[src/rtl/adder_tree_pkg.sv]
// Shared types and latency helpers for the 4-ary adder tree and its frame controller.
package adder_tree_pkg;

   localparam int WIDTH_DEF      = 17;
   localparam int INPUT_SIZE_DEF = 32;

   typedef logic signed [WIDTH_DEF-1:0] word_t;

   typedef enum logic {
      COLLECT = 1'b0,
      HOLD    = 1'b1
   } fsm_t;

   // Number of 4:1 reduction levels needed to fold input_size words to one.
   function automatic int tree_levels(input int input_size);
      return ($clog2(input_size) + 1) / 2;
   endfunction

   // Input register stage plus one stage per reduction level.
   function automatic int tree_lat(input int input_size);
      return tree_levels(input_size) + 1;
   endfunction

endpackage

[src/rtl/result_fifo.sv]
// First-word-fall-through result FIFO with synchronous reset and occupancy count.
// Push and pop may coincide at any occupancy, including full.
module result_fifo #(
   parameter  int WIDTH = 17,
   parameter  int DEPTH = 4,
   localparam int CNTW  = $clog2(DEPTH + 1)
) (
   input  logic             clk,
   input  logic             reset,
   input  logic             push,
   input  logic [WIDTH-1:0] push_data,
   input  logic             pop_ready,
   output logic [WIDTH-1:0] head,
   output logic             head_valid,
   output logic [CNTW-1:0]  count
);

   localparam int PTRW = $clog2(DEPTH);

   logic [WIDTH-1:0] mem [DEPTH];
   logic [PTRW-1:0]  rd_ptr;
   logic [PTRW-1:0]  wr_ptr;
   logic             pop;

   function automatic logic [PTRW-1:0] next_ptr(input logic [PTRW-1:0] p);
      return (p == PTRW'(DEPTH - 1)) ? '0 : p + 1'b1;
   endfunction

   assign head_valid = (count != '0);
   assign head       = head_valid ? mem[rd_ptr] : '0;
   assign pop        = pop_ready && head_valid;

   always_ff @(posedge clk) begin
      if (push) mem[wr_ptr] <= push_data;
   end

   always_ff @(posedge clk) begin
      if (reset) begin
         rd_ptr <= '0;
         wr_ptr <= '0;
         count  <= '0;
      end else begin
         if (push) wr_ptr <= next_ptr(wr_ptr);
         if (pop)  rd_ptr <= next_ptr(rd_ptr);
         if (push && !pop)      count <= count + 1'b1;
         else if (!push && pop) count <= count - 1'b1;
      end
   end

endmodule

[src/rtl/adder_tree_frame_ctrl.sv]
// Frame collector and result back end for the free-running adder tree. Launches
// a frame only when a FIFO slot is reserved for its sum, so no result is lost.
module adder_tree_frame_ctrl
   import adder_tree_pkg::*;
#(
   parameter int WIDTH      = WIDTH_DEF,
   parameter int INPUT_SIZE = INPUT_SIZE_DEF,
   parameter int RES_DEPTH  = 4
) (
   input  logic                    clk,
   input  logic                    reset,
   input  logic signed [WIDTH-1:0] in_data,
   input  logic                    in_valid,
   output logic                    in_ready,
   output logic signed [WIDTH-1:0] frame_data [INPUT_SIZE],
   input  logic signed [WIDTH-1:0] tree_sum,
   output logic signed [WIDTH-1:0] out_data,
   output logic                    out_valid,
   input  logic                    out_ready
);

   localparam int TREE_LAT = tree_lat(INPUT_SIZE);
   localparam int WCW      = (INPUT_SIZE > 1) ? $clog2(INPUT_SIZE) : 1;
   localparam int CNTW     = $clog2(RES_DEPTH + 1);
   localparam int CRW      = $clog2(RES_DEPTH + TREE_LAT + 2);
   localparam logic [WCW-1:0] WC_LAST = WCW'(INPUT_SIZE - 1);

   fsm_t                    state;
   logic [WCW-1:0]          wc;
   logic signed [WIDTH-1:0] shadow [INPUT_SIZE];
   // Bit 0 is set on the launch edge; the top bit marks the cycle tree_sum is valid.
   logic [TREE_LAT:0]       vld_pipe;
   logic [CNTW-1:0]         fifo_count;
   logic [CRW-1:0]          inflight;
   logic                    credit_ok;
   logic                    accept;
   logic                    launch;
   logic                    capture;

   // Credit uses only registered counts, so out_ready never reaches in_ready.
   always_comb begin
      inflight = '0;
      for (int i = 0; i <= TREE_LAT; i++) inflight = inflight + CRW'(vld_pipe[i]);
   end

   assign credit_ok = (CRW'(fifo_count) + inflight) < CRW'(RES_DEPTH);
   assign in_ready  = (state == COLLECT) && !reset;
   assign accept    = in_valid && in_ready;
   assign launch    = ((state == COLLECT) && accept && (wc == WC_LAST) && credit_ok)
                   || ((state == HOLD) && credit_ok);
   assign capture   = vld_pipe[TREE_LAT];

   always_ff @(posedge clk) begin
      if (reset) begin
         state    <= COLLECT;
         wc       <= '0;
         vld_pipe <= '0;
         for (int i = 0; i < INPUT_SIZE; i++) begin
            shadow[i]     <= '0;
            frame_data[i] <= '0;
         end
      end else begin
         vld_pipe <= {vld_pipe[TREE_LAT-1:0], launch};
         if (state == COLLECT) begin
            if (accept) begin
               if (wc == WC_LAST) begin
                  if (credit_ok) begin
                     for (int i = 0; i < INPUT_SIZE - 1; i++) frame_data[i] <= shadow[i];
                     frame_data[INPUT_SIZE-1] <= in_data;
                     wc <= '0;
                  end else begin
                     shadow[INPUT_SIZE-1] <= in_data;
                     state <= HOLD;
                  end
               end else begin
                  shadow[wc] <= in_data;
                  wc <= wc + 1'b1;
               end
            end
         end else if (credit_ok) begin
            for (int i = 0; i < INPUT_SIZE; i++) frame_data[i] <= shadow[i];
            wc    <= '0;
            state <= COLLECT;
         end
      end
   end

   result_fifo #(
      .WIDTH (WIDTH),
      .DEPTH (RES_DEPTH)
   ) u_fifo (
      .clk        (clk),
      .reset      (reset),
      .push       (capture),
      .push_data  (tree_sum),
      .pop_ready  (out_ready),
      .head       (out_data),
      .head_valid (out_valid),
      .count      (fifo_count)
   );

endmodule

[config.mk]
export PLATFORM = sky130hd
export DESIGN_NAME = adder_tree_frame_ctrl
export DESIGN_NICKNAME = d
export VERILOG_FILES = /design/src/rtl/adder_tree_pkg.sv /design/src/rtl/result_fifo.sv /design/src/rtl/adder_tree_frame_ctrl.sv
export SDC_FILE = /design/constraint.sdc
export NUM_CORES = 2
export LEC_CHECK = 0
export CORE_UTILIZATION = 35
export DETAILED_ROUTE_END_ITERATION = 8
export GPL_ROUTABILITY_DRIVEN = 0
export GPL_TIMING_DRIVEN = 0
export PLACE_DENSITY_LB_ADDON = 0.2
export RECOVER_POWER = 50
export SLEW_MARGIN = 25
export SYNTH_ARGS = -nofsm -noshare
export SYNTH_HDL_FRONTEND = slang
export SYNTH_HIERARCHICAL = 1
export SYNTH_SLANG_ARGS = --single-unit
[constraint.sdc]
create_clock -name clk -period 6.4 [get_ports clk]
set_input_delay 0.64 -clock clk [delete_from_list [all_inputs] [get_ports clk]]
set_output_delay 0.64 -clock clk [all_outputs]
set_load 0.02 [all_outputs]
==> metrics.log <==
INFO  metric power_report.internal_total = 12.4 mW
INFO  metric via_count_of_the_first_global_routing_pass = 30,100
INFO  metric post-route-period-util = 81.1%
INFO  metric tritoncts = built
INFO  metric drtAntennaViolNets = 0
INFO  metric synth_seq_cells = 1,176
INFO  metric die_w = 349 um
INFO  metric met2_usage = 38.6%
INFO  metric layout.cells.most_common = nand2_1
INFO  metric critPathMaxStageDelay = 1100 ps
INFO  metric run_status = finished, violations left
INFO  metric routed-via-count = 31,300
INFO  metric global_route.usage.met3 = 6.26%
INFO  metric insertion_delay = 740 ps
INFO  metric worst_skew = 21.7 ps
INFO  metric critical-path-top-delay-family = buffers and inverters
INFO  metric hold_slack = 431 ps
INFO  metric finalCriticalPeriod = 5190 ps
INFO  metric synth_top_flop_cell = edfxtp_1
INFO  metric final_net_count = 4,765
INFO  metric asyncSetResetFlopFracSynth = 0%
INFO  metric synth-edff-count = 612
INFO  metric floorplan.die.height = 349 um
INFO  metric hp-class = primary input to flip-flop
INFO  metric grt_util_met1 = 29.9%
INFO  metric grt_remaining_overflow = 0
INFO  metric clkSinkCount = 1,176
INFO  metric clock_tree.root_cell = clkbuf_16
INFO  metric antenna_found_initial = 6
INFO  metric slew_headroom = -5.94%
INFO  metric fin_tns_setup = 0 ps
INFO  metric core_area = 120,000 sq um
INFO  metric clock_tree.htree_level_count = 4
INFO  metric timing.critical_path.required = 6840 ps
INFO  metric maxClockFrequency = 0.193 GHz
INFO  metric sequentialPowerShare = 50.7%
INFO  metric design.portCount = 601
INFO  metric synthSimpleGateAreaFrac = 17.3%
INFO  metric share_clk_of_total_power = 47.1%
INFO  metric share_of_post_route_cells_with_drive_strength_above_1 = 6.87%
INFO  metric power.static_leakage = 19.8 nW
INFO  metric max-clock-path-buffers = 3
INFO  metric rsz0062_at_grt = no
INFO  metric path_common_cell = clkbuf_1
INFO  metric routed_wire_length_per_instance = 22.9 um
INFO  metric number_of_gates_resized_after_cts = 0
INFO  metric first_pass_iters = 5
INFO  metric initial_core_utilization = 35.3%
INFO  metric holdBufCountCts = 0
INFO  metric end_kind = flip-flop
INFO  metric gr-max-usage-layer = met2
INFO  metric p_comb_share = 2.2%
INFO  metric hpwl = 107 mm
INFO  metric vdd_drop_max = 0.241 mV
INFO  metric clk_transition_reported_paths = 60 ps
INFO  metric kind_of_critical_path = primary input to flip-flop
INFO  metric synthXorXnorAreaFrac = 0.0415%
INFO  metric netlist-cell-type-count = 41
INFO  metric tightestPinTransition = 1590 ps
INFO  metric cts_post_setup_buffers_inserted = 0
INFO  metric synth.yosys.warnings = 6
INFO  metric mappedNetlistArea = 42,300 sq um
INFO  metric crit_slowest_cell = clkbuf_1
INFO  metric area_delta_synth_final = 29.0%
INFO  metric viasPerCell = 4.86
INFO  metric finalSetupViolCount = 0
INFO  metric tritoncts.num_buffers = 131
INFO  metric grt_start_max_net_pins = 18
INFO  metric floorplan.rows = 127
INFO  metric netSwitchingFraction = 22.1%
INFO  metric violations_in_the_final_reports = max-capacitance violations, max-slew violations
INFO  metric avgSynthCellArea = 10.6 sq um
INFO  metric grt_first_pass_wirelength = 207 mm
INFO  metric report.final.slew_viol_count = 11
INFO  metric synthesis.instances = 3,982
INFO  metric critical_path_arrival = 5630 ps
INFO  metric muxShareOfSynthArea = 1.38%
INFO  metric path_max_fanout = 10
INFO  metric syn_nets = 4,037
INFO  metric timing.max_cap.violations = 1
INFO  metric io_buffers = 583
INFO  metric critical_path.n_buffers_inverters = 5
INFO  metric synth_sequential_area_ratio = 70.2%
INFO  metric worstPathCellList = dlygate4sd3_1 -> clkbuf_1 -> nor4b_1 -> clkbuf_1 -> nand2_1 -> clkbuf_1 -> clkbuf_1 -> nor2_1
INFO  metric synth_compound_area_share = 6.89%
INFO  metric design.die.area = 122,000 sq um
INFO  metric netSwitchingPower = 3.52 mW
INFO  metric most-common-layout-cells = 1,261 x nand2_1, 612 x edfxtp_1, 564 x dfxtp_1, 562 x dlygate4sd3_1, 555 x nor2_1
INFO  metric crit_path_start_kind = primary input
INFO  metric groute.usage.overall = 23.6%
INFO  metric route.detailed.drc = 0
INFO  metric drt-total-wl = 147 mm
INFO  metric number_of_violations_reported_at_the_end_of_detailed_routing_iteration_0 = 2,399
INFO  metric synth-adder-area-share = 0.557%
INFO  metric hold_viol = 0
INFO  metric main_combinational_cell_family_by_area_after_synthesis = simple AND/OR/NAND/NOR gates
INFO  metric power-per-cell-area = 293 nW/um^2
## power by group through the flow
stage / registers (mW) / logic, mW / clock network, mW
finish: 8.08 / 0.359 / 7.51
global route: 8.09 / 0.377 / 7.91
CTS: 8.08 / 0.370 / 7.63
detailed placement: 8.25 / 0.369 / 0
global placement: 8.24 / 0.345 / 0
floorplan: 8.22 / 0.169 / 0
## layer usage
metal,vias up,share of wire (%)
met5,-,0
met4,0,3.3
met3,237,8.2
met2,1113,48
met1,15300,41
li1,14700,-
## flip-flops by register name (all words and copies together), names as in the netlist, named ones only
signal         count
u_fifo/wr_ptr      2
wc                 5
frame_data       544
state              1
u_fifo/mem        68
u_fifo/rd_ptr      2
vld_pipe           5
u_fifo/count       3
shadow           544
## Yosys cell counts, drive strengths merged, types with 14 or more instances
master | number | area [sq um]
clkbuf | 184 | 692
a211oi | 17 | 168
nor2 | 555 | 2080
nand2 | 1261 | 4760
mux4 | 17 | 383
ha | 14 | 175
edfxtp | 612 | 18400
nor2b | 22 | 138
and3 | 22 | 138
mux2i | 20 | 200
a21oi | 534 | 2670
dfxtp | 564 | 11300
buf | 108 | 797
## cell type report
class | count | area [sq um]
Multi-Input combinational cell | 2505 | 11000
Sequential cell | 1176 | 29700
Tap cell | 1612 | 2020
Timing Repair Buffer | 595 | 6100
Fill cell | 11500 | 65300
Inverter | 9 | 33.8
Antenna cell | 3 | 7.51
Clock buffer | 197 | 3810
Clock inverter | 47 | 502
Buffer | 292 | 1360
## worst min-delay path, delay by kind of cell
kind,cells,cell delay [ps]
and+or+nand+nor,2,260
buffers and inverters,1,150
## path summary, 6_finish.rpt
path,startpoint,slack (ps),endpoint,depth (start not counted)
max reg2reg,vld_pipe[0],1480,wc[2],10
min,in_data[5],430,shadow[12][5],3
max,reset,1210,shadow[5][0],8
min reg2reg,frame_data[523],450,frame_data[523],2
## per-stage QoR
step | worst slack (ps) | instances | util, % | power (mW) | area [sq um]
after detailed placement | 2080 | 6189 | 42.1 | 8.61 | 50400
after CTS | 2650 | 6433 | 45.7 | 16.1 | 54700
after global placement | 2110 | 6177 | 41.8 | 8.59 | 50100
final | 1210 | 6436 | 45.5 | 16.0 | 54500
after global routing | 1240 | 6433 | 45.5 | 16.4 | 54500
after floorplan | 3450 | 3982 | - | 8.39 | 42300
## cell families after synthesis
group / count (synthesis)
and+or+nand+nor: 1888
DFF: 1176
AOI/OAI and AO/OA: 561
buffers and inverters: 301
muxes: 37
adders and majority gates: 17
xor gates and xnor gates: 2
No activity file was read; power rests on OpenSTA's default activity.
